<file path="src/rtl/axil_pkg.sv">
// Shared AXI-Lite interconnect address map and read-tracking defaults.
package axil_pkg;

    localparam int unsigned NUMBER_SLAVE   = 3;
    localparam int unsigned AXI_ADDR_WIDTH = 32;

    // Slave 2 ends exactly at 2^32, so its upper bound needs the extra sum bit.
    localparam logic [AXI_ADDR_WIDTH-1:0] AXI_ADDR_OFFSET [NUMBER_SLAVE] =
        '{32'h0000_0000, 32'h0000_1000, 32'hF000_0000};
    localparam logic [AXI_ADDR_WIDTH-1:0] AXI_ADDR_RANGE  [NUMBER_SLAVE] =
        '{32'h0000_1000, 32'h0000_1000, 32'h1000_0000};

    localparam int unsigned RD_OUTSTANDING_DEPTH = 4;

endpackage

</file>
<file path="src/rtl/axil_rd_route_tracker_if.sv">
// AR/R routing signals between the interconnect mux and the read route tracker.
interface axil_rd_route_tracker_if #(
    parameter int unsigned NUM_SLV = axil_pkg::NUMBER_SLAVE,
    parameter int unsigned ADDR_W  = axil_pkg::AXI_ADDR_WIDTH,
    parameter int unsigned DEPTH   = axil_pkg::RD_OUTSTANDING_DEPTH
);

    logic [ADDR_W-1:0]          m_araddr;
    logic                       m_arvalid;
    logic                       m_arready;
    logic [NUM_SLV:0]           ar_sel;
    logic                       ar_block;
    logic                       m_rvalid;
    logic                       m_rready;
    logic [NUM_SLV:0]           r_sel;
    logic [$clog2(DEPTH):0]     outstanding;

    modport master (
        output m_araddr, m_arvalid, m_arready, m_rvalid, m_rready,
        input  ar_sel, ar_block, r_sel, outstanding
    );

    modport slave (
        input  m_araddr, m_arvalid, m_arready, m_rvalid, m_rready,
        output ar_sel, ar_block, r_sel, outstanding
    );

endinterface

</file>
<file path="src/rtl/axil_sel_fifo.sv">
// Generic DEPTH x WIDTH register FIFO; head reads zero when empty, full pushes dropped.
module axil_sel_fifo #(
    parameter int unsigned DEPTH = 4,
    parameter int unsigned WIDTH = 4
) (
    input  logic                     aclk,
    input  logic                     aresetn,
    input  logic                     i_push,
    input  logic                     i_pop,
    input  logic [WIDTH-1:0]         i_wdata,
    output logic [WIDTH-1:0]         o_rdata,
    output logic [$clog2(DEPTH):0]   o_count
);

    localparam int unsigned AW = $clog2(DEPTH);
    localparam int unsigned CW = AW + 1;
    localparam logic [CW-1:0] FULL_CNT = CW'(DEPTH);

    logic [WIDTH-1:0] r_mem [DEPTH];
    logic [AW-1:0]    r_wptr;
    logic [AW-1:0]    r_rptr;
    logic [CW-1:0]    r_count;
    logic             w_do_push;
    logic             w_do_pop;

    assign w_do_push = i_push && (r_count != FULL_CNT);
    assign w_do_pop  = i_pop  && (r_count != '0);

    always_ff @(posedge aclk) begin
        if (!aresetn) begin
            r_wptr  <= '0;
            r_rptr  <= '0;
            r_count <= '0;
        end else begin
            if (w_do_push) r_wptr <= r_wptr + AW'(1);
            if (w_do_pop)  r_rptr <= r_rptr + AW'(1);
            case ({w_do_push, w_do_pop})
                2'b10:   r_count <= r_count + CW'(1);
                2'b01:   r_count <= r_count - CW'(1);
                default: r_count <= r_count;
            endcase
        end
    end

    always_ff @(posedge aclk) begin
        if (w_do_push) r_mem[r_wptr] <= i_wdata;
    end

    assign o_rdata = (r_count == '0) ? '0 : r_mem[r_rptr];
    assign o_count = r_count;

endmodule

</file>
<file path="src/rtl/axil_rd_route_tracker.sv">
// AXI-Lite read-path decoder and in-order R routing tracker.
// Optional decode-miss counter enabled by defining AXIL_RD_TRACK_MISS_CNT_EN.
module axil_rd_route_tracker
    import axil_pkg::*;
#(
    parameter int unsigned NUM_SLV = NUMBER_SLAVE,
    parameter int unsigned ADDR_W  = AXI_ADDR_WIDTH,
    parameter int unsigned DEPTH   = RD_OUTSTANDING_DEPTH,
    parameter int unsigned CNT_W   = 16
) (
    input  logic                      aclk,
    input  logic                      aresetn,
    axil_rd_route_tracker_if.slave    bus
`ifdef AXIL_RD_TRACK_MISS_CNT_EN
    ,
    output logic [CNT_W-1:0]          miss_cnt
`endif
);

    localparam int unsigned CW = $clog2(DEPTH) + 1;
    localparam logic [CW-1:0] FULL_CNT = CW'(DEPTH);

    if (DEPTH < 2 || DEPTH > 16 || (DEPTH & (DEPTH - 1)) != 0 || CNT_W < 1) begin : g_param_chk
        $error("axil_rd_route_tracker: illegal DEPTH or CNT_W");
    end

    logic [NUM_SLV:0] w_ar_sel;
    logic             w_hit;
    logic [ADDR_W:0]  w_addr;
    logic [ADDR_W:0]  w_lo;
    logic [ADDR_W:0]  w_hi;
    logic [NUM_SLV:0] r_last_sel;
    logic [CW-1:0]    w_count;
    logic             w_ar_hs;
    logic             w_r_hs;

    // Lowest matching index wins so overlapping regions still give a one-hot select.
    always_comb begin
        w_ar_sel = '0;
        w_hit    = 1'b0;
        w_lo     = '0;
        w_hi     = '0;
        w_addr   = {1'b0, bus.m_araddr};
        for (int unsigned i = 0; i < NUM_SLV; i++) begin
            w_lo = {1'b0, ADDR_W'(AXI_ADDR_OFFSET[i])};
            w_hi = w_lo + {1'b0, ADDR_W'(AXI_ADDR_RANGE[i])};
            if (!w_hit && (w_addr >= w_lo) && (w_addr < w_hi)) begin
                w_ar_sel[i] = 1'b1;
                w_hit       = 1'b1;
            end
        end
        w_ar_sel[NUM_SLV] = !w_hit;
    end

    assign w_ar_hs = bus.m_arvalid && bus.m_arready;
    assign w_r_hs  = bus.m_rvalid && bus.m_rready;

    axil_sel_fifo #(
        .DEPTH (DEPTH),
        .WIDTH (NUM_SLV + 1)
    ) u_sel_fifo (
        .aclk    (aclk),
        .aresetn (aresetn),
        .i_push  (w_ar_hs),
        .i_pop   (w_r_hs),
        .i_wdata (w_ar_sel),
        .o_rdata (bus.r_sel),
        .o_count (w_count)
    );

    always_ff @(posedge aclk) begin
        if (!aresetn) begin
            r_last_sel <= '0;
        end else if (w_ar_hs && (w_count != FULL_CNT)) begin
            r_last_sel <= w_ar_sel;
        end
    end

    // Uses only registered count/last_sel, so there is no loop through m_arready.
    assign bus.ar_block    = (w_count == FULL_CNT) ||
                             ((w_count != '0) && (w_ar_sel != r_last_sel));
    assign bus.ar_sel      = w_ar_sel;
    assign bus.outstanding = w_count;

`ifdef AXIL_RD_TRACK_MISS_CNT_EN
    logic [CNT_W-1:0] r_miss_cnt;

    always_ff @(posedge aclk) begin
        if (!aresetn) begin
            r_miss_cnt <= '0;
        end else if (w_ar_hs && w_ar_sel[NUM_SLV] && (r_miss_cnt != '1)) begin
            r_miss_cnt <= r_miss_cnt + CNT_W'(1);
        end
    end

    assign miss_cnt = r_miss_cnt;
`endif

endmodule

</file>
<file path="src/flat_wrapper.sv">
// flat-port wrapper written by rule: the top's interface ports become plain ports
module axil_rd_route_tracker_flat import axil_pkg::*;
#(
    parameter int unsigned NUM_SLV = NUMBER_SLAVE,
    parameter int unsigned ADDR_W  = AXI_ADDR_WIDTH,
    parameter int unsigned DEPTH   = RD_OUTSTANDING_DEPTH,
    parameter int unsigned CNT_W   = 16
)
  (aclk, aresetn, bus_m_araddr, bus_m_arvalid, bus_m_arready, bus_m_rvalid, bus_m_rready, bus_ar_sel, bus_ar_block, bus_r_sel, bus_outstanding);
  axil_rd_route_tracker_if #(.NUM_SLV(NUM_SLV), .ADDR_W(ADDR_W), .DEPTH(DEPTH)) bus_i ();
  input  logic aclk;
  input  logic aresetn;
  input wire logic [$bits(bus_i.m_araddr)-1:0] bus_m_araddr;
  input wire logic [$bits(bus_i.m_arvalid)-1:0] bus_m_arvalid;
  input wire logic [$bits(bus_i.m_arready)-1:0] bus_m_arready;
  input wire logic [$bits(bus_i.m_rvalid)-1:0] bus_m_rvalid;
  input wire logic [$bits(bus_i.m_rready)-1:0] bus_m_rready;
  output wire logic [$bits(bus_i.ar_sel)-1:0] bus_ar_sel;
  output wire logic [$bits(bus_i.ar_block)-1:0] bus_ar_block;
  output wire logic [$bits(bus_i.r_sel)-1:0] bus_r_sel;
  output wire logic [$bits(bus_i.outstanding)-1:0] bus_outstanding;
  assign bus_i.m_araddr = bus_m_araddr;
  assign bus_i.m_arvalid = bus_m_arvalid;
  assign bus_i.m_arready = bus_m_arready;
  assign bus_i.m_rvalid = bus_m_rvalid;
  assign bus_i.m_rready = bus_m_rready;
  assign bus_ar_sel = bus_i.ar_sel;
  assign bus_ar_block = bus_i.ar_block;
  assign bus_r_sel = bus_i.r_sel;
  assign bus_outstanding = bus_i.outstanding;
  axil_rd_route_tracker #(.NUM_SLV(NUM_SLV), .ADDR_W(ADDR_W), .DEPTH(DEPTH), .CNT_W(CNT_W)) u_core (.aclk(aclk), .aresetn(aresetn), .bus(bus_i));
endmodule
</file>
<file path="config.mk">
export PLATFORM = sky130hd
export DESIGN_NAME = axil_rd_route_tracker_flat
export DESIGN_NICKNAME = d
export VERILOG_FILES = /design/src/rtl/axil_pkg.sv /design/src/rtl/axil_rd_route_tracker_if.sv /design/src/rtl/axil_sel_fifo.sv /design/src/rtl/axil_rd_route_tracker.sv /design/src/flat_wrapper.sv
export SDC_FILE = /design/constraint.sdc
export NUM_CORES = 1
export LEC_CHECK = 0
export BUFFER_PORTS_ARGS = -buffer_cell sky130_fd_sc_hd__buf_2
export CAP_MARGIN = 20
export CORE_ASPECT_RATIO = 1.25
export CORE_MARGIN = 3
export CORE_UTILIZATION = 49
export DETAILED_ROUTE_END_ITERATION = 10
export PLACE_DENSITY = 0.74
export SKIP_CTS_REPAIR_TIMING = 1
export SYNTH_ARGS = -nofsm -noshare
export SYNTH_HDL_FRONTEND = slang
export SYNTH_HIERARCHICAL = 1
export SYNTH_SLANG_ARGS = --single-unit
</file>
<file path="constraint.sdc">
create_clock -name aclk -period 2.8 [get_ports aclk]
set_input_delay 0.28 -clock aclk [delete_from_list [all_inputs] [get_ports aclk]]
set_output_delay 0.28 -clock aclk [all_outputs]
set_load 0.02 [all_outputs]
</file>
==> flow_summary.html, run 1 <==
<table>
<tr><th>Metric</th><th>Value</th></tr>
<tr><th colspan="2">Status</th></tr>
<tr><td>Result of the run</td><td>completed</td></tr>
<tr><th colspan="2">Timing</th></tr>
<tr><td>Count of final max-slew check failures</td><td>0</td></tr>
<tr><td>Setup repair after global routing missed its margin</td><td>no</td></tr>
<tr><td>Fin Setup TNS</td><td>0 ns</td></tr>
<tr><td>Worst Setup Slack, final</td><td>0.621 ns</td></tr>
<tr><td>Crit path time final</td><td>about 2.2 ns</td></tr>
<tr><td>Tightest Pin Transition</td><td>0.730 ns</td></tr>
<tr><td>Worst slew margin relative to its limit</td><td>50.9%</td></tr>
<tr><td>Setup-failing EPs final</td><td>0</td></tr>
<tr><td>Hold Violations, Final</td><td>0</td></tr>
<tr><td>Maximum operating frequency</td><td>about 460 MHz</td></tr>
<tr><td>Post-Route Skew</td><td>between 0.006 and 0.007 ns</td></tr>
<tr><td>Period Utilization, post-route</td><td>77.8%</td></tr>
<tr><th colspan="2">Floorplanning</th></tr>
<tr><td>Number of core rows</td><td>21</td></tr>
<tr><td>Number of top-level pins</td><td>50</td></tr>
<tr><td>Die X-Extent</td><td>~55 um</td></tr>
<tr><td>DIE AREA</td><td>3670 um^2</td></tr>
<tr><td>Floorplan core area</td><td>~2800 um^2</td></tr>
<tr><td>Die span in y</td><td>67.0 um</td></tr>
<tr><td>Initial core utilization</td><td>52.8%</td></tr>
<tr><th colspan="2">Clock network</th></tr>
<tr><td>Clock Sinks</td><td>29</td></tr>
<tr><td>Total CTS buffers</td><td>5</td></tr>
<tr><td>Clock latency at the later pin of the worst-skew pair</td><td>0.32 ns</td></tr>
<tr><td>Number of buffers on the longest clock path</td><td>2</td></tr>
<tr><td>Library cell used as clock root buffer</td><td>sky130_fd_sc_hd__clkbuf_4</td></tr>
<tr><td>Reg clk slew, reported paths</td><td>0.09 ns</td></tr>
<tr><td>TritonCTS clock tree</td><td>yes</td></tr>
<tr><td>H-tree depth</td><td>2</td></tr>
<tr><th colspan="2">Power</th></tr>
<tr><td>Pwr per Cell Area</td><td>about 500 nW/um^2</td></tr>
<tr><td>Leak Pwr</td><td>0.675 nW</td></tr>
<tr><td>Max rail drop VDD</td><td>0.000314 V</td></tr>
<tr><th colspan="2">Routing</th></tr>
<tr><td>Uppermost layer routed</td><td>met4</td></tr>
<tr><td>Number of violations reported at the end of detailed-routing iteration 0</td><td>31</td></tr>
<tr><td>Detail-routed net length per standard cell</td><td>14.4 um</td></tr>
<tr><td>Routed wl met2</td><td>roughly 1.6 mm</td></tr>
<tr><td>Via count of the routed design</td><td>~1100</td></tr>
<tr><td>Sum of met3 wire segment lengths after detailed routing</td><td>approximately 120 um</td></tr>
<tr><td>Detailed-route wire length on metal 1</td><td>between 1 and 1.5 mm</td></tr>
<tr><td>DRC viols</td><td>0</td></tr>
<tr><td>DR pass1 iterations</td><td>4</td></tr>
<tr><td>Post-detailed-routing wire length</td><td>2.86 mm</td></tr>
<tr><td>Post-route antenna net violation count</td><td>0</td></tr>
<tr><td>Vias per cell</td><td>5.39</td></tr>
<tr><th colspan="2">Worst setup path</th></tr>
<tr><td>R2R Setup Slk</td><td>0.62 ns</td></tr>
<tr><td>Category of the most critical setup path</td><td>reg -&gt; reg</td></tr>
<tr><td>Critical Path Sink Type</td><td>flop</td></tr>
<tr><td>Critical-path cell list</td><td>nor3_2, nor2b_1, ha_1, inv_1, fa_1, xor2_1, or3_1, a21boi_1</td></tr>
<tr><td>Startpoint of the worst register-to-register path</td><td>u_core/u_sel_fifo/o_count[2]$_SDFFE_PN0P_</td></tr>
<tr><td>Maximum fanout count along the critical path</td><td>8</td></tr>
<tr><td>Critical Path Source Type</td><td>flop</td></tr>
<tr><td>Crit path largest cell delay</td><td>just under 0.5 ns</td></tr>
<tr><td>CP Launch Point</td><td>u_core/u_sel_fifo/o_count[2]$_SDFFE_PN0P_</td></tr>
<tr><td>Kind of cell adding the most delay to the critical path</td><td>simple AND/OR/NAND/NOR gates</td></tr>
<tr><td>Worst EP required</td><td>3.06 ns</td></tr>
<tr><td>Worst-case reg-to-reg path depth</td><td>8</td></tr>
<tr><td>Total buffers and inverters traversed by the critical path</td><td>1</td></tr>
<tr><td>Worst reg2reg endpoint</td><td>u_core/u_sel_fifo/o_count[2]$_SDFFE_PN0P_</td></tr>
<tr><td>End point of the critical path</td><td>u_core/u_sel_fifo/o_count[2]$_SDFFE_PN0P_</td></tr>
<tr><td>Logic depth of the worst setup path including buffers</td><td>8</td></tr>
<tr><td>Standard cell with the maximum stage delay on the critical path</td><td>sky130_fd_sc_hd__dfxtp_1</td></tr>
<tr><td>Data arrival time of the worst path</td><td>~2.4 ns</td></tr>
<tr><th colspan="2">Synth</th></tr>
<tr><td>Cell types with the highest counts after synthesis</td><td>sky130_fd_sc_hd__edfxtp_1, sky130_fd_sc_hd__dfxtp_1, sky130_fd_sc_hd__nand2_1</td></tr>
<tr><td>Cell area after synthesis</td><td>1460 um^2</td></tr>
<tr><td>Number of flops mapped to enable cells by yosys</td><td>16</td></tr>
<tr><td>Count of unique library cells instantiated by Yosys</td><td>37</td></tr>
<tr><td>Library cell occupying the most area in the post-synthesis netlist</td><td>sky130_fd_sc_hd__edfxtp_1</td></tr>
<tr><td>Sequential fraction of the synthesis area</td><td>50.9%</td></tr>
<tr><td>Predominant post-synthesis flop cell</td><td>sky130_fd_sc_hd__edfxtp_1</td></tr>
<tr><td>Number of nets in the synthesized netlist</td><td>165</td></tr>
<tr><td>FFs w/ async S/R, synth</td><td>0%</td></tr>
<tr><td>Synth warnings</td><td>6</td></tr>
<tr><td>Post-synthesis sequential element count</td><td>29</td></tr>
<tr><td>Most instantiated library cell after synthesis</td><td>sky130_fd_sc_hd__edfxtp_1</td></tr>
<tr><td>Average footprint of a synthesized cell</td><td>12.0 um^2</td></tr>
<tr><td>Synth Instances</td><td>around 120</td></tr>
<tr><td>Area fraction of the dominant cell type after synthesis</td><td>33.0%</td></tr>
<tr><td>Synth area leaders</td><td>sky130_fd_sc_hd__edfxtp_1, sky130_fd_sc_hd__dfxtp_1, sky130_fd_sc_hd__ha_1</td></tr>
<tr><th colspan="2">Min path</th></tr>
<tr><td>Class of the tightest hold or removal check</td><td>in -&gt; reg</td></tr>
<tr><th colspan="2">Layout</th></tr>
<tr><td>Layout cell share with drive strength beyond 1</td><td>about 34%</td></tr>
<tr><td># diodes</td><td>0</td></tr>
<tr><td># nets final</td><td>208</td></tr>
<tr><td>Area growth from synthesis to final layout</td><td>18.9%</td></tr>
<tr><td>Layout Cells excl Fill</td><td>roughly 200</td></tr>
<tr><th colspan="2">Placed design</th></tr>
<tr><td>Placed insts</td><td>around 190</td></tr>
<tr><td>Routability Congestion</td><td>approximately 0.8</td></tr>
<tr><td>Minimum setup slack after placement</td><td>about 0.63 ns</td></tr>
<tr><td>Port Buf Inserts</td><td>37</td></tr>
<tr><td>Post-DP HPWL</td><td>2.24 mm</td></tr>
<tr><th colspan="2">Global route</th></tr>
<tr><td>Global Route Usage Sum</td><td>17.6%</td></tr>
<tr><td>Antenna violations before repair</td><td>0</td></tr>
<tr><td>Pin count of the biggest net entering global routing</td><td>15</td></tr>
<tr><td>Wire length of the first global-routing pass</td><td>4.37 mm</td></tr>
<tr><td>Global route overflow</td><td>0</td></tr>
<tr><td>Number of global-route vias before repair</td><td>roughly 1000</td></tr>
<tr><th colspan="2">Job</th></tr>
<tr><td>Number of max-capacitance violations reported</td><td>0</td></tr>
</table>
## cells by family (layout without fill, tap and decap cells)
family	Yosys count	after routing	share of synthesized area, %
AO/OA/AOI/OAI	15	15	7.56
XOR/XNOR	2	2	1.20
adder cells (fa/ha/maj)	6	6	5.67
buffers and inverters	9	53	2.32
flip-flops	29	29	50.9
multiplexers	9	9	10.1
AND/OR/NAND/NOR	51	51	22.3
## where the power goes
| part | internal [mW] | switching, mW | total [mW] |
|---|---|---|---|
| sequential | 0.461 | 0.0162 | 0.477 |
| clock | 0.0954 | 0.141 | 0.237 |
| combinational | 0.0691 | 0.0883 | 0.157 |
| total | 0.625 | 0.246 | 0.871 |
## routing by layer
metal | vias up | global-route usage [%]
met1 | 514 | 17.1
met3 | 6 | 6.49
met5 | - | 0
met2 | 22 | 30.6
li1 | 530 | -
met4 | 0 | 9.66
## cell usage in the layout (no fill, tap or decap), drive strengths merged, types with 5 or more instances in the layout
| cell type | count |
|---|---|
| and2 | 9 |
| nand2 | 10 |
| mux2i | 5 |
| edfxtp | 16 |
| inv | 8 |
| o21ai | 6 |
| dfxtp | 13 |
| nor2b | 8 |
| ha | 5 |
| buf | 37 |
| clkbuf | 6 |
## how the worst min path moves through the flow
stage / endpoint / slack (ns) / depth (start not counted) / start
after floorplan: u_core/r_last_sel[0]$_SDFFE_PN0P_ / 0.41 / 1 / aresetn
after global placement: u_core/u_sel_fifo/r_rptr[1]$_SDFFE_PN0P_ / 0.47 / 2 / u_core/u_sel_fifo/r_rptr[1]$_SDFFE_PN0P_
after detailed placement: flop / 0.48 / 2 / u_core/u_sel_fifo/r_rptr[1]$_SDFFE_PN0P_
after CTS: u_core/u_sel_fifo/r_wptr[0]$_SDFFE_PN0P_ / 0.30 / 3 / aresetn
after global routing: u_core/r_last_sel[0]$_SDFFE_PN0P_ / 0.32 / 2 / aresetn
final: u_core/u_sel_fifo/r_wptr[0]$_SDFFE_PN0P_ / 0.31 / 3 / aresetn
## worst reg2reg max path, cell delays in order (launching register included)
cell                       delay (ns)
sky130_fd_sc_hd__dfxtp_1         0.49
sky130_fd_sc_hd__nor3_2          0.16
sky130_fd_sc_hd__nor2b_1         0.22
sky130_fd_sc_hd__ha_1            0.23
sky130_fd_sc_hd__inv_1           0.06
sky130_fd_sc_hd__fa_1            0.37
sky130_fd_sc_hd__xor2_1          0.15
sky130_fd_sc_hd__or3_1           0.30
sky130_fd_sc_hd__a21boi_1        0.14
## state kept, by name (all words and copies together) (netlist names), named ones only
signal,count
u_core/r_last_sel,4
u_core/u_sel_fifo/o_count,3
u_core/u_sel_fifo/r_mem,16
u_core/u_sel_fifo/r_rptr,2
u_core/u_sel_fifo/r_wptr,2
## layout make-up
type                    count  area [um^2]
fillers                   228         1030
flip-flops and latches     29          741
multi-input cells          83          682
repair buffers             37          185
well taps                  34         42.5
clock buffers               6         41.3
inverters                   8         30.0
clock inverters             2         10.0
## through the flow
step	instance area [um^2]	util, %	hold slack (ns)	total power [mW]
after floorplan	1460	-	0.408	0.588
after global placement	1680	60.9	0.469	0.640
after detailed placement	1680	60.9	0.476	0.647
after CTS	1730	62.8	0.296	0.886
after global routing	1730	62.8	0.322	0.924
final	1730	62.8	0.308	0.871
No activity file was read; power rests on OpenSTA's default activity.
==> run 2, diff against run 1 <==
--- a/config.mk
+++ b/config.mk
@@ -5,6 +5,7 @@
 export SDC_FILE = /design/constraint.sdc
 export NUM_CORES = 1
 export LEC_CHECK = 0
+export ABC_AREA = 1
 export BUFFER_PORTS_ARGS = -buffer_cell sky130_fd_sc_hd__buf_2
 export CAP_MARGIN = 20
 export CORE_ASPECT_RATIO = 1.25
==> constraint.sdc (replaced) <==
create_clock -name aclk -period 2.15 [get_ports aclk]
set_input_delay 0.215 -clock aclk [delete_from_list [all_inputs] [get_ports aclk]]
set_output_delay 0.215 -clock aclk [all_outputs]
set_load 0.02 [all_outputs]
==> run 2 against run 1 <==
  * Routed wire length fell by 9.5%
  * Sequential power up 31%
  * Synthesized cell count is 56% higher
  * Combinational power increased by 38%
  * Design area is 1.6% higher
  * Largest cell class unchanged
==> flow_summary.html, run 2 <==
<table>
<tr><th>Metric</th><th>Value</th></tr>
<tr><th colspan="2">Worst setup path</th></tr>
<tr><td>Category of the most critical setup path</td><td>reg -&gt; reg</td></tr>
<tr><td>Maximum fanout count along the critical path</td><td>5</td></tr>
<tr><td>CP Launch Point</td><td>u_core/u_sel_fifo/o_count[1]$_SDFFE_PN0P_</td></tr>
<tr><td>Worst EP required</td><td>2.38 ns</td></tr>
<tr><td>Critical Path Source Type</td><td>flop</td></tr>
<tr><td>R2R Setup Slk</td><td>0.33 ns</td></tr>
<tr><td>Worst reg2reg endpoint</td><td>u_core/u_sel_fifo/o_count[2]$_SDFFE_PN0P_</td></tr>
<tr><td>Worst-case reg-to-reg path depth</td><td>13</td></tr>
<tr><td>Critical Path Sink Type</td><td>flop</td></tr>
<tr><td>Startpoint of the worst register-to-register path</td><td>u_core/u_sel_fifo/o_count[1]$_SDFFE_PN0P_</td></tr>
<tr><td>Data arrival time of the worst path</td><td>2.04 ns</td></tr>
<tr><td>End point of the critical path</td><td>u_core/u_sel_fifo/o_count[2]$_SDFFE_PN0P_</td></tr>
<tr><th colspan="2">Synth</th></tr>
<tr><td>Simple logic cell fraction of the synthesized area</td><td>27.4%</td></tr>
<tr><td>Number of nets in the synthesized netlist</td><td>233</td></tr>
<tr><td>Area share of fa/ha/maj cells after synthesis</td><td>5.54%</td></tr>
<tr><td>Cell types with the highest counts after synthesis</td><td>sky130_fd_sc_hd__nand2_1, sky130_fd_sc_hd__nor2_1, sky130_fd_sc_hd__inv_1</td></tr>
<tr><td>Post-synthesis sequential element count</td><td>29</td></tr>
<tr><td>Fraction of synthesized area in multiplexers</td><td>0%</td></tr>
<tr><td>FFs w/ async S/R, synth</td><td>0%</td></tr>
<tr><td>Cell area after synthesis</td><td>1490 um^2</td></tr>
<tr><td>Synth Instances</td><td>189</td></tr>
<tr><td>Synth warnings</td><td>6</td></tr>
<tr><td>Most instantiated library cell after synthesis</td><td>sky130_fd_sc_hd__nand2_1</td></tr>
<tr><td>Synthesized-area fraction occupied by xor and xnor cells</td><td>0%</td></tr>
<tr><td>Library cell occupying the most area in the post-synthesis netlist</td><td>sky130_fd_sc_hd__edfxtp_1</td></tr>
<tr><td>Average footprint of a synthesized cell</td><td>7.88 um^2</td></tr>
<tr><td>Predominant post-synthesis flop cell</td><td>sky130_fd_sc_hd__edfxtp_1</td></tr>
<tr><td>Sequential fraction of the synthesis area</td><td>49.7%</td></tr>
<tr><td>Synth Area in Compound Gates</td><td>approximately 8.5%</td></tr>
<tr><td>Count of unique library cells instantiated by Yosys</td><td>19</td></tr>
<tr><td>Number of flops mapped to enable cells by yosys</td><td>16</td></tr>
<tr><td>Area fraction of the dominant cell type after synthesis</td><td>32.2%</td></tr>
<tr><td>Synth area leaders</td><td>sky130_fd_sc_hd__edfxtp_1, sky130_fd_sc_hd__dfxtp_1, sky130_fd_sc_hd__nand2_1</td></tr>
<tr><td>Dominant combinational cell family by area after synthesis</td><td>simple AND/OR/NAND/NOR gates</td></tr>
<tr><th colspan="2">Power</th></tr>
<tr><td>Max rail drop VDD</td><td>0.000378 V</td></tr>
<tr><td>Share of power burned in registers</td><td>54.9%</td></tr>
<tr><td>Pwr per Cell Area</td><td>648 nW/um^2</td></tr>
<tr><td>Final Total Pwr</td><td>1.14 mW</td></tr>
<tr><td>Net Switching</td><td>roughly 0.33 mW</td></tr>
<tr><td>Leak Pwr</td><td>0.874 nW</td></tr>
<tr><td>Fraction of power consumed by combinational cells</td><td>19.1%</td></tr>
<tr><td>Relative contribution of the clock network to total power</td><td>between 20% and 30%</td></tr>
<tr><td>Switch share</td><td>29.0%</td></tr>
<tr><td>Internal power</td><td>between 0.8 and 0.9 mW</td></tr>
<tr><th colspan="2">Routing</th></tr>
<tr><td>DRC viols</td><td>0</td></tr>
<tr><td>DR pass1 iterations</td><td>4</td></tr>
<tr><td>Via count of the routed design</td><td>1257</td></tr>
<tr><td>Vias per cell</td><td>4.71</td></tr>
<tr><td>Number of violations reported at the end of detailed-routing iteration 0</td><td>31</td></tr>
<tr><td>Post-route antenna net violation count</td><td>0</td></tr>
<tr><td>Post-detailed-routing wire length</td><td>2.59 mm</td></tr>
<tr><td>Detail-routed net length per standard cell</td><td>9.70 um</td></tr>
<tr><th colspan="2">Job</th></tr>
<tr><td>Number of max-capacitance violations reported</td><td>0</td></tr>
<tr><th colspan="2">Layout</th></tr>
<tr><td>Final design instance area without fill</td><td>approximately 1800 um^2</td></tr>
<tr><td>Layout Cells excl Fill</td><td>267</td></tr>
<tr><td>Max FFs per register</td><td>16</td></tr>
<tr><td># diodes</td><td>0</td></tr>
<tr><td>Area growth from synthesis to final layout</td><td>18.1%</td></tr>
<tr><td># nets final</td><td>276</td></tr>
<tr><td>Utilization after layout</td><td>63.2%</td></tr>
<tr><td>Commonest cells after routing, fill and taps aside</td><td>sky130_fd_sc_hd__nand2_1, sky130_fd_sc_hd__buf_2, sky130_fd_sc_hd__nor2_1, sky130_fd_sc_hd__inv_1, sky130_fd_sc_hd__edfxtp_1</td></tr>
<tr><td>Layout cell share with drive strength beyond 1</td><td>around 23%</td></tr>
<tr><td>Most frequent standard cell in the layout excluding fill and tap cells</td><td>sky130_fd_sc_hd__nand2_1</td></tr>
<tr><td>Register name with the most flops</td><td>u_core/u_sel_fifo/r_mem</td></tr>
<tr><th colspan="2">Clock network</th></tr>
<tr><td>Clock Sinks</td><td>29</td></tr>
<tr><td>Number of buffers on the longest clock path</td><td>2</td></tr>
<tr><td>TritonCTS clock tree</td><td>yes</td></tr>
<tr><td>Reg clk slew, reported paths</td><td>approximately 0.090 ns</td></tr>
<tr><td>Total CTS buffers</td><td>5</td></tr>
<tr><td>H-tree depth</td><td>2</td></tr>
<tr><td>Clock latency at the later pin of the worst-skew pair</td><td>~0.32 ns</td></tr>
<tr><td>Library cell used as clock root buffer</td><td>sky130_fd_sc_hd__clkbuf_4</td></tr>
<tr><th colspan="2">Timing</th></tr>
<tr><td>Hold_ws</td><td>0.198 ns</td></tr>
<tr><td>Maximum operating frequency</td><td>551 MHz</td></tr>
<tr><td>Tightest Pin Transition</td><td>approximately 0.57 ns</td></tr>
<tr><td>Period Utilization, post-route</td><td>84.5%</td></tr>
<tr><td>Count of final max-slew check failures</td><td>0</td></tr>
<tr><td>Crit path time final</td><td>1.82 ns</td></tr>
<tr><td>Setup-failing EPs final</td><td>0</td></tr>
<tr><td>Worst slew margin relative to its limit</td><td>62.0%</td></tr>
<tr><td>Post-Route Skew</td><td>0.00563 ns</td></tr>
<tr><td>Fin Setup TNS</td><td>0 ns</td></tr>
<tr><td>Setup repair after global routing missed its margin</td><td>no</td></tr>
<tr><td>Worst Setup Slack, final</td><td>0.334 ns</td></tr>
<tr><td>Hold Violations, Final</td><td>0</td></tr>
<tr><th colspan="2">Status</th></tr>
<tr><td>Result of the run</td><td>completed</td></tr>
<tr><th colspan="2">Floorplanning</th></tr>
<tr><td>Floorplan core area</td><td>2790 um^2</td></tr>
<tr><td>DIE AREA</td><td>3740 um^2</td></tr>
<tr><td>Die X-Extent</td><td>55.3 um</td></tr>
<tr><td>Initial core utilization</td><td>53.5%</td></tr>
<tr><td>Number of top-level pins</td><td>50</td></tr>
<tr><td>Number of core rows</td><td>21</td></tr>
<tr><td>Die span in y</td><td>67.7 um</td></tr>
<tr><th colspan="2">Placed design</th></tr>
<tr><td>Post-DP HPWL</td><td>2.05 mm</td></tr>
<tr><td>Placed insts</td><td>259</td></tr>
<tr><td>Port Buf Inserts</td><td>37</td></tr>
<tr><td>Minimum setup slack after placement</td><td>roughly 0.29 ns</td></tr>
<tr><td>Routability Congestion</td><td>0.764</td></tr>
<tr><td>Placed cell area</td><td>between 1500 and 2000 um^2</td></tr>
<tr><th colspan="2">Global route</th></tr>
<tr><td>Global route overflow</td><td>0</td></tr>
<tr><td>Antenna violations before repair</td><td>0</td></tr>
<tr><td>Wire length of the first global-routing pass</td><td>4.52 mm</td></tr>
<tr><td>Number of global-route vias before repair</td><td>1115</td></tr>
<tr><td>Global Route Usage Sum</td><td>around 16%</td></tr>
<tr><td>Pin count of the biggest net entering global routing</td><td>12</td></tr>
<tr><th colspan="2">Min path</th></tr>
<tr><td>Class of the tightest hold or removal check</td><td>in -&gt; reg</td></tr>
<tr><td>Worst hold path cell count</td><td>3</td></tr>
</table>
==> run 2: cell count changes in the layout (fill, tap and decap cells not counted), moves of 4 or more <==
cell                       previous run  this run
sky130_fd_sc_hd__nand2_1             10        48
sky130_fd_sc_hd__nor2_1               4        32
sky130_fd_sc_hd__inv_1                7        26
sky130_fd_sc_hd__a21oi_1              1        14
sky130_fd_sc_hd__and2_1               9         0
sky130_fd_sc_hd__nor2b_1              8         0
sky130_fd_sc_hd__mux2i_1              5         0
sky130_fd_sc_hd__nand3_1              2         7
sky130_fd_sc_hd__a21boi_1             4         0
sky130_fd_sc_hd__nor4_2               4         0
==> run 2: cell families after synthesis <==
kind of cell	Yosys count
compound gates	25
flops	29
simple gates	97
fa+ha+maj	6
buf+inv	32
==> run 2: worst max-delay path, cell delays in order (launching register included) <==
cell and delay (ns):
sky130_fd_sc_hd__dfxtp_1 0.39, sky130_fd_sc_hd__inv_2 0.08, sky130_fd_sc_hd__nand3_2 0.11, sky130_fd_sc_hd__inv_2 0.07, sky130_fd_sc_hd__nor2_1 0.11, sky130_fd_sc_hd__ha_1 0.19
sky130_fd_sc_hd__inv_1 0.07, sky130_fd_sc_hd__fa_1 0.38, sky130_fd_sc_hd__inv_1 0.06, sky130_fd_sc_hd__nand2_1 0.06, sky130_fd_sc_hd__nand3_1 0.07, sky130_fd_sc_hd__nand2_1 0.05
sky130_fd_sc_hd__inv_1 0.04, sky130_fd_sc_hd__nor2_1 0.03
==> run 2: layout make-up <==
| cell class | count | area (um^2) |
|---|---|---|
| flip-flops and latches | 29 | 742 |
| multi-input cells | 128 | 617 |
| repair buffers | 37 | 185 |
| well taps | 34 | 42.5 |
| fillers | 278 | 1030 |
| clock buffers | 6 | 41.3 |
| clock inverters | 2 | 10.0 |
| inverters | 31 | 121 |
==> run 2: worst min-delay path by stage <==
stage,start,endpoint,slack (ns)
final,aresetn,u_core/u_sel_fifo/o_count[2]$_SDFFE_PN0P_,0.20
after global routing,aresetn,u_core/u_sel_fifo/o_count[2]$_SDFFE_PN0P_,0.22
after CTS,aresetn,u_core/u_sel_fifo/r_wptr[0]$_SDFFE_PN0P_,0.19
after detailed placement,u_core/u_sel_fifo/r_rptr[0]$_SDFFE_PN0P_,u_core/u_sel_fifo/r_rptr[0]$_SDFFE_PN0P_,0.48
after global placement,u_core/u_sel_fifo/r_rptr[0]$_SDFFE_PN0P_,u_core/u_sel_fifo/r_rptr[0]$_SDFFE_PN0P_,0.47
after floorplan,aresetn,u_core/u_sel_fifo/r_wptr[1]$_SDFFE_PN0P_,0.34
==> run 2: power groups by stage <==
stage	clock network (mW)	logic, mW	registers [mW]
floorplan	0	0.148	0.639
CTS	0.311	0.219	0.626
global route	0.329	0.253	0.629
finish	0.296	0.217	0.625
detailed placement	0	0.218	0.639
global placement	0	0.215	0.638
==> run 2: routing by layer <==
| layer | GRT usage (%) | vias to the layer above | part of all wire, % |
|---|---|---|---|
| met4 | 9.12 | 0 | 2.3 |
| li1 | - | 691 | - |
| met1 | 16.6 | 539 | 43 |
| met2 | 28.6 | 20 | 50 |
| met3 | 4.59 | 7 | 4.3 |
| met5 | 0 | - | 0 |
==> run 3, diff against run 2 <==
--- a/config.mk
+++ b/config.mk
@@ -5,14 +5,14 @@
 export SDC_FILE = /design/constraint.sdc
 export NUM_CORES = 1
 export LEC_CHECK = 0
-export ABC_AREA = 1
+export ABC_AREA = 0
 export BUFFER_PORTS_ARGS = -buffer_cell sky130_fd_sc_hd__buf_2
 export CAP_MARGIN = 20
 export CORE_ASPECT_RATIO = 1.25
 export CORE_MARGIN = 3
-export CORE_UTILIZATION = 49
+export CORE_UTILIZATION = 44
 export DETAILED_ROUTE_END_ITERATION = 10
-export PLACE_DENSITY = 0.74
+export PLACE_DENSITY = 0.7
 export SKIP_CTS_REPAIR_TIMING = 1
 export SYNTH_ARGS = -nofsm -noshare
 export SYNTH_HDL_FRONTEND = slang
==> constraint.sdc (replaced) <==
create_clock -name aclk -period 1.6 [get_ports aclk]
set_input_delay 0.16 -clock aclk [delete_from_list [all_inputs] [get_ports aclk]]
set_output_delay 0.16 -clock aclk [all_outputs]
set_load 0.02 [all_outputs]
==> run 3 against run 2 <==
  * The flow now finishes with violations (setup timing)
  * Die area rose by 8.0%
  * Fmax rose by 1.5%
  * Cell count fell by 17%
  * Sequential share of layout area fell by 5.0 points
  * Hold slack improved by 0.013 ns
  * Critical endpoint unchanged
  * Highest routed layer unchanged
==> flow_summary.html, run 3 (same netlist as run 1, synthesis figures left out) <==
<table>
<tr><th>Metric</th><th>Value</th></tr>
<tr><th colspan="2">Clock network</th></tr>
<tr><td>H-tree depth</td><td>2</td></tr>
<tr><td>Library cell used as clock root buffer</td><td>sky130_fd_sc_hd__clkbuf_4</td></tr>
<tr><td>Clock latency at the later pin of the worst-skew pair</td><td>slightly above 0.3 ns</td></tr>
<tr><td>Number of buffers on the longest clock path</td><td>2</td></tr>
<tr><td>Reg clk slew, reported paths</td><td>~0.08 ns</td></tr>
<tr><td>Total CTS buffers</td><td>5</td></tr>
<tr><td>TritonCTS clock tree</td><td>yes</td></tr>
<tr><td>Clock Sinks</td><td>29</td></tr>
<tr><th colspan="2">Global route</th></tr>
<tr><td>Pin count of the biggest net entering global routing</td><td>15</td></tr>
<tr><td>Antenna violations before repair</td><td>0</td></tr>
<tr><td>Wire length of the first global-routing pass</td><td>4.83 mm</td></tr>
<tr><td>Global route overflow</td><td>0</td></tr>
<tr><td>Number of global-route vias before repair</td><td>1146</td></tr>
<tr><td>Global Route Usage Sum</td><td>15.2%</td></tr>
<tr><th colspan="2">Worst setup path</th></tr>
<tr><td>Critical Path Source Type</td><td>flop</td></tr>
<tr><td>Critical Path Sink Type</td><td>flop</td></tr>
<tr><td>Maximum fanout count along the critical path</td><td>6</td></tr>
<tr><td>Data arrival time of the worst path</td><td>between 2 and 2.5 ns</td></tr>
<tr><td>Worst EP required</td><td>1.84 ns</td></tr>
<tr><td>Category of the most critical setup path</td><td>reg -&gt; reg</td></tr>
<tr><th colspan="2">Timing</th></tr>
<tr><td>Setup repair after global routing missed its margin</td><td>yes</td></tr>
<tr><td>Count of final max-slew check failures</td><td>0</td></tr>
<tr><td>Tightest Pin Transition</td><td>0.240 ns</td></tr>
<tr><td>Crit path time final</td><td>1.79 ns</td></tr>
<tr><td>Setup-failing EPs final</td><td>7</td></tr>
<tr><td>Hold Violations, Final</td><td>0</td></tr>
<tr><td>Worst slew margin relative to its limit</td><td>84.0%</td></tr>
<tr><td>Worst Setup Slack, final</td><td>-0.188 ns</td></tr>
<tr><td>Maximum operating frequency</td><td>559 MHz</td></tr>
<tr><td>Hold_ws</td><td>between 0.2 and 0.25 ns</td></tr>
<tr><td>Post-Route Skew</td><td>0.00919 ns</td></tr>
<tr><td>Period Utilization, post-route</td><td>112%</td></tr>
<tr><th colspan="2">Layout</th></tr>
<tr><td>Max FFs per register</td><td>16</td></tr>
<tr><td>Area growth from synthesis to final layout</td><td>40.2%</td></tr>
<tr><td># diodes</td><td>0</td></tr>
<tr><td>Layout cell share with drive strength beyond 1</td><td>52.2%</td></tr>
<tr><td>Number of filler cells placed in the layout</td><td>241</td></tr>
<tr><td># nets final</td><td>229</td></tr>
<tr><td>Register name with the most flops</td><td>u_core/u_sel_fifo/r_mem</td></tr>
<tr><td>Commonest cells after routing, fill and taps aside</td><td>sky130_fd_sc_hd__buf_2, sky130_fd_sc_hd__buf_4, sky130_fd_sc_hd__edfxtp_1, sky130_fd_sc_hd__nand2_1, sky130_fd_sc_hd__and2_1</td></tr>
<tr><td>Most frequent standard cell in the layout excluding fill and tap cells</td><td>sky130_fd_sc_hd__buf_2</td></tr>
<tr><th colspan="2">Placed design</th></tr>
<tr><td>Post-DP HPWL</td><td>2.34 mm</td></tr>
<tr><td>Port Buf Inserts</td><td>37</td></tr>
<tr><td>Routability Congestion</td><td>0.772</td></tr>
<tr><td>Minimum setup slack after placement</td><td>-0.221 ns</td></tr>
<tr><th colspan="2">Power</th></tr>
<tr><td>Pwr per Cell Area</td><td>between 800 and 900 nW/um^2</td></tr>
<tr><td>Max rail drop VDD</td><td>0.000630 V</td></tr>
<tr><td>Leak Pwr</td><td>0.810 nW</td></tr>
<tr><th colspan="2">Routing</th></tr>
<tr><td>Via count of the routed design</td><td>1129</td></tr>
<tr><td>Post-route antenna net violation count</td><td>0</td></tr>
<tr><td>Number of violations reported at the end of detailed-routing iteration 0</td><td>21</td></tr>
<tr><td>DR pass1 iterations</td><td>4</td></tr>
<tr><td>Detail-routed net length per standard cell</td><td>13.4 um</td></tr>
<tr><td>Vias per cell</td><td>5.09</td></tr>
<tr><td>Post-detailed-routing wire length</td><td>2.98 mm</td></tr>
<tr><td>DRC viols</td><td>0</td></tr>
<tr><th colspan="2">Status</th></tr>
<tr><td>Failing checks</td><td>setup timing</td></tr>
<tr><td>Result of the run</td><td>finished, violations left</td></tr>
<tr><th colspan="2">Job</th></tr>
<tr><td>Number of max-capacitance violations reported</td><td>0</td></tr>
<tr><th colspan="2">Min path</th></tr>
<tr><td>Class of the tightest hold or removal check</td><td>in -&gt; reg</td></tr>
<tr><th colspan="2">Floorplanning</th></tr>
<tr><td>Die X-Extent</td><td>about 57 um</td></tr>
<tr><td>Die span in y</td><td>70.3 um</td></tr>
<tr><td>Number of core rows</td><td>22</td></tr>
<tr><td>Number of top-level pins</td><td>50</td></tr>
<tr><td>Initial core utilization</td><td>between 40 and 50%</td></tr>
<tr><td>DIE AREA</td><td>4040 um^2</td></tr>
<tr><td>Floorplan core area</td><td>3060 um^2</td></tr>
</table>
[run 3: metal layers]
layer  GRT usage, %  up-vias  wire [um]  share of wire (%)
met5              0        -          0                  0
met4           4.12        0         23               0.77
met3           4.44        2        116                3.9
met2           28.9       25       1680                 56
met1           15.6      528       1160                 39
li1               -      574          -                  -
[run 3: final cells by class]
type / instances / area [um^2] / area share, %
Sequential cell: 29 / 758 / 37.1
Inverter: 8 / 35.0 / 1.72
Clock buffer: 5 / 37.5 / 1.84
Tap cell: 36 / 45.0 / 2.21
Timing Repair Buffer: 58 / 364 / 17.8
Multi-Input combinational cell: 83 / 790 / 38.7
Clock inverter: 3 / 12.5 / 0.613
[run 3: final timing paths]
kind	to	slack, ns	depth (start not counted)	from
setup / recovery	u_core/u_sel_fifo/o_count[2]$_SDFFE_PN0P_	-0.19	8	u_core/u_sel_fifo/o_count[1]$_SDFFE_PN0P_
hold / removal	u_core/r_last_sel[0]$_SDFFE_PN0P_	0.21	2	aresetn
setup reg to reg	u_core/u_sel_fifo/o_count[2]$_SDFFE_PN0P_	-0.19	8	u_core/u_sel_fifo/o_count[1]$_SDFFE_PN0P_
hold reg to reg	flop	0.49	2	u_core/u_sel_fifo/r_rptr[0]$_SDFFE_PN0P_
[run 3: through the flow]
stage                     instances  utilization, %  total power [mW]  TNS, ns  cell area, um^2
after floorplan                 121               -              1.05   -0.288             1490
after global placement          212            60.9              1.19   -0.314             1860
after detailed placement        212            60.9              1.21   -0.402             1860
after CTS                       220            62.6              1.60    -1.16             1910
after global routing            222            66.8              1.74   -0.871             2040
final                           222            66.8              1.65   -0.378             2040
[run 3: power breakdown]
part | total [mW] | leakage [nW] | switching, mW | internal [mW]
clock network | 0.394 | 0.0300 | 0.235 | 0.158
logic | 0.409 | 0.514 | 0.197 | 0.212
registers | 0.842 | 0.266 | 0.0339 | 0.808
total | 1.65 | 0.810 | 0.466 | 1.18
[run 3: worst max-delay path: stages (launching register included)]
cell and delay (ns):
sky130_fd_sc_hd__dfxtp_4 0.40, sky130_fd_sc_hd__nor3_4 0.05, sky130_fd_sc_hd__nor2b_2 0.16, sky130_fd_sc_hd__ha_4 0.15, sky130_fd_sc_hd__inv_2 0.03, sky130_fd_sc_hd__fa_2 0.32, sky130_fd_sc_hd__xor2_1 0.15, sky130_fd_sc_hd__or3_1 0.31
sky130_fd_sc_hd__a21boi_1 0.13
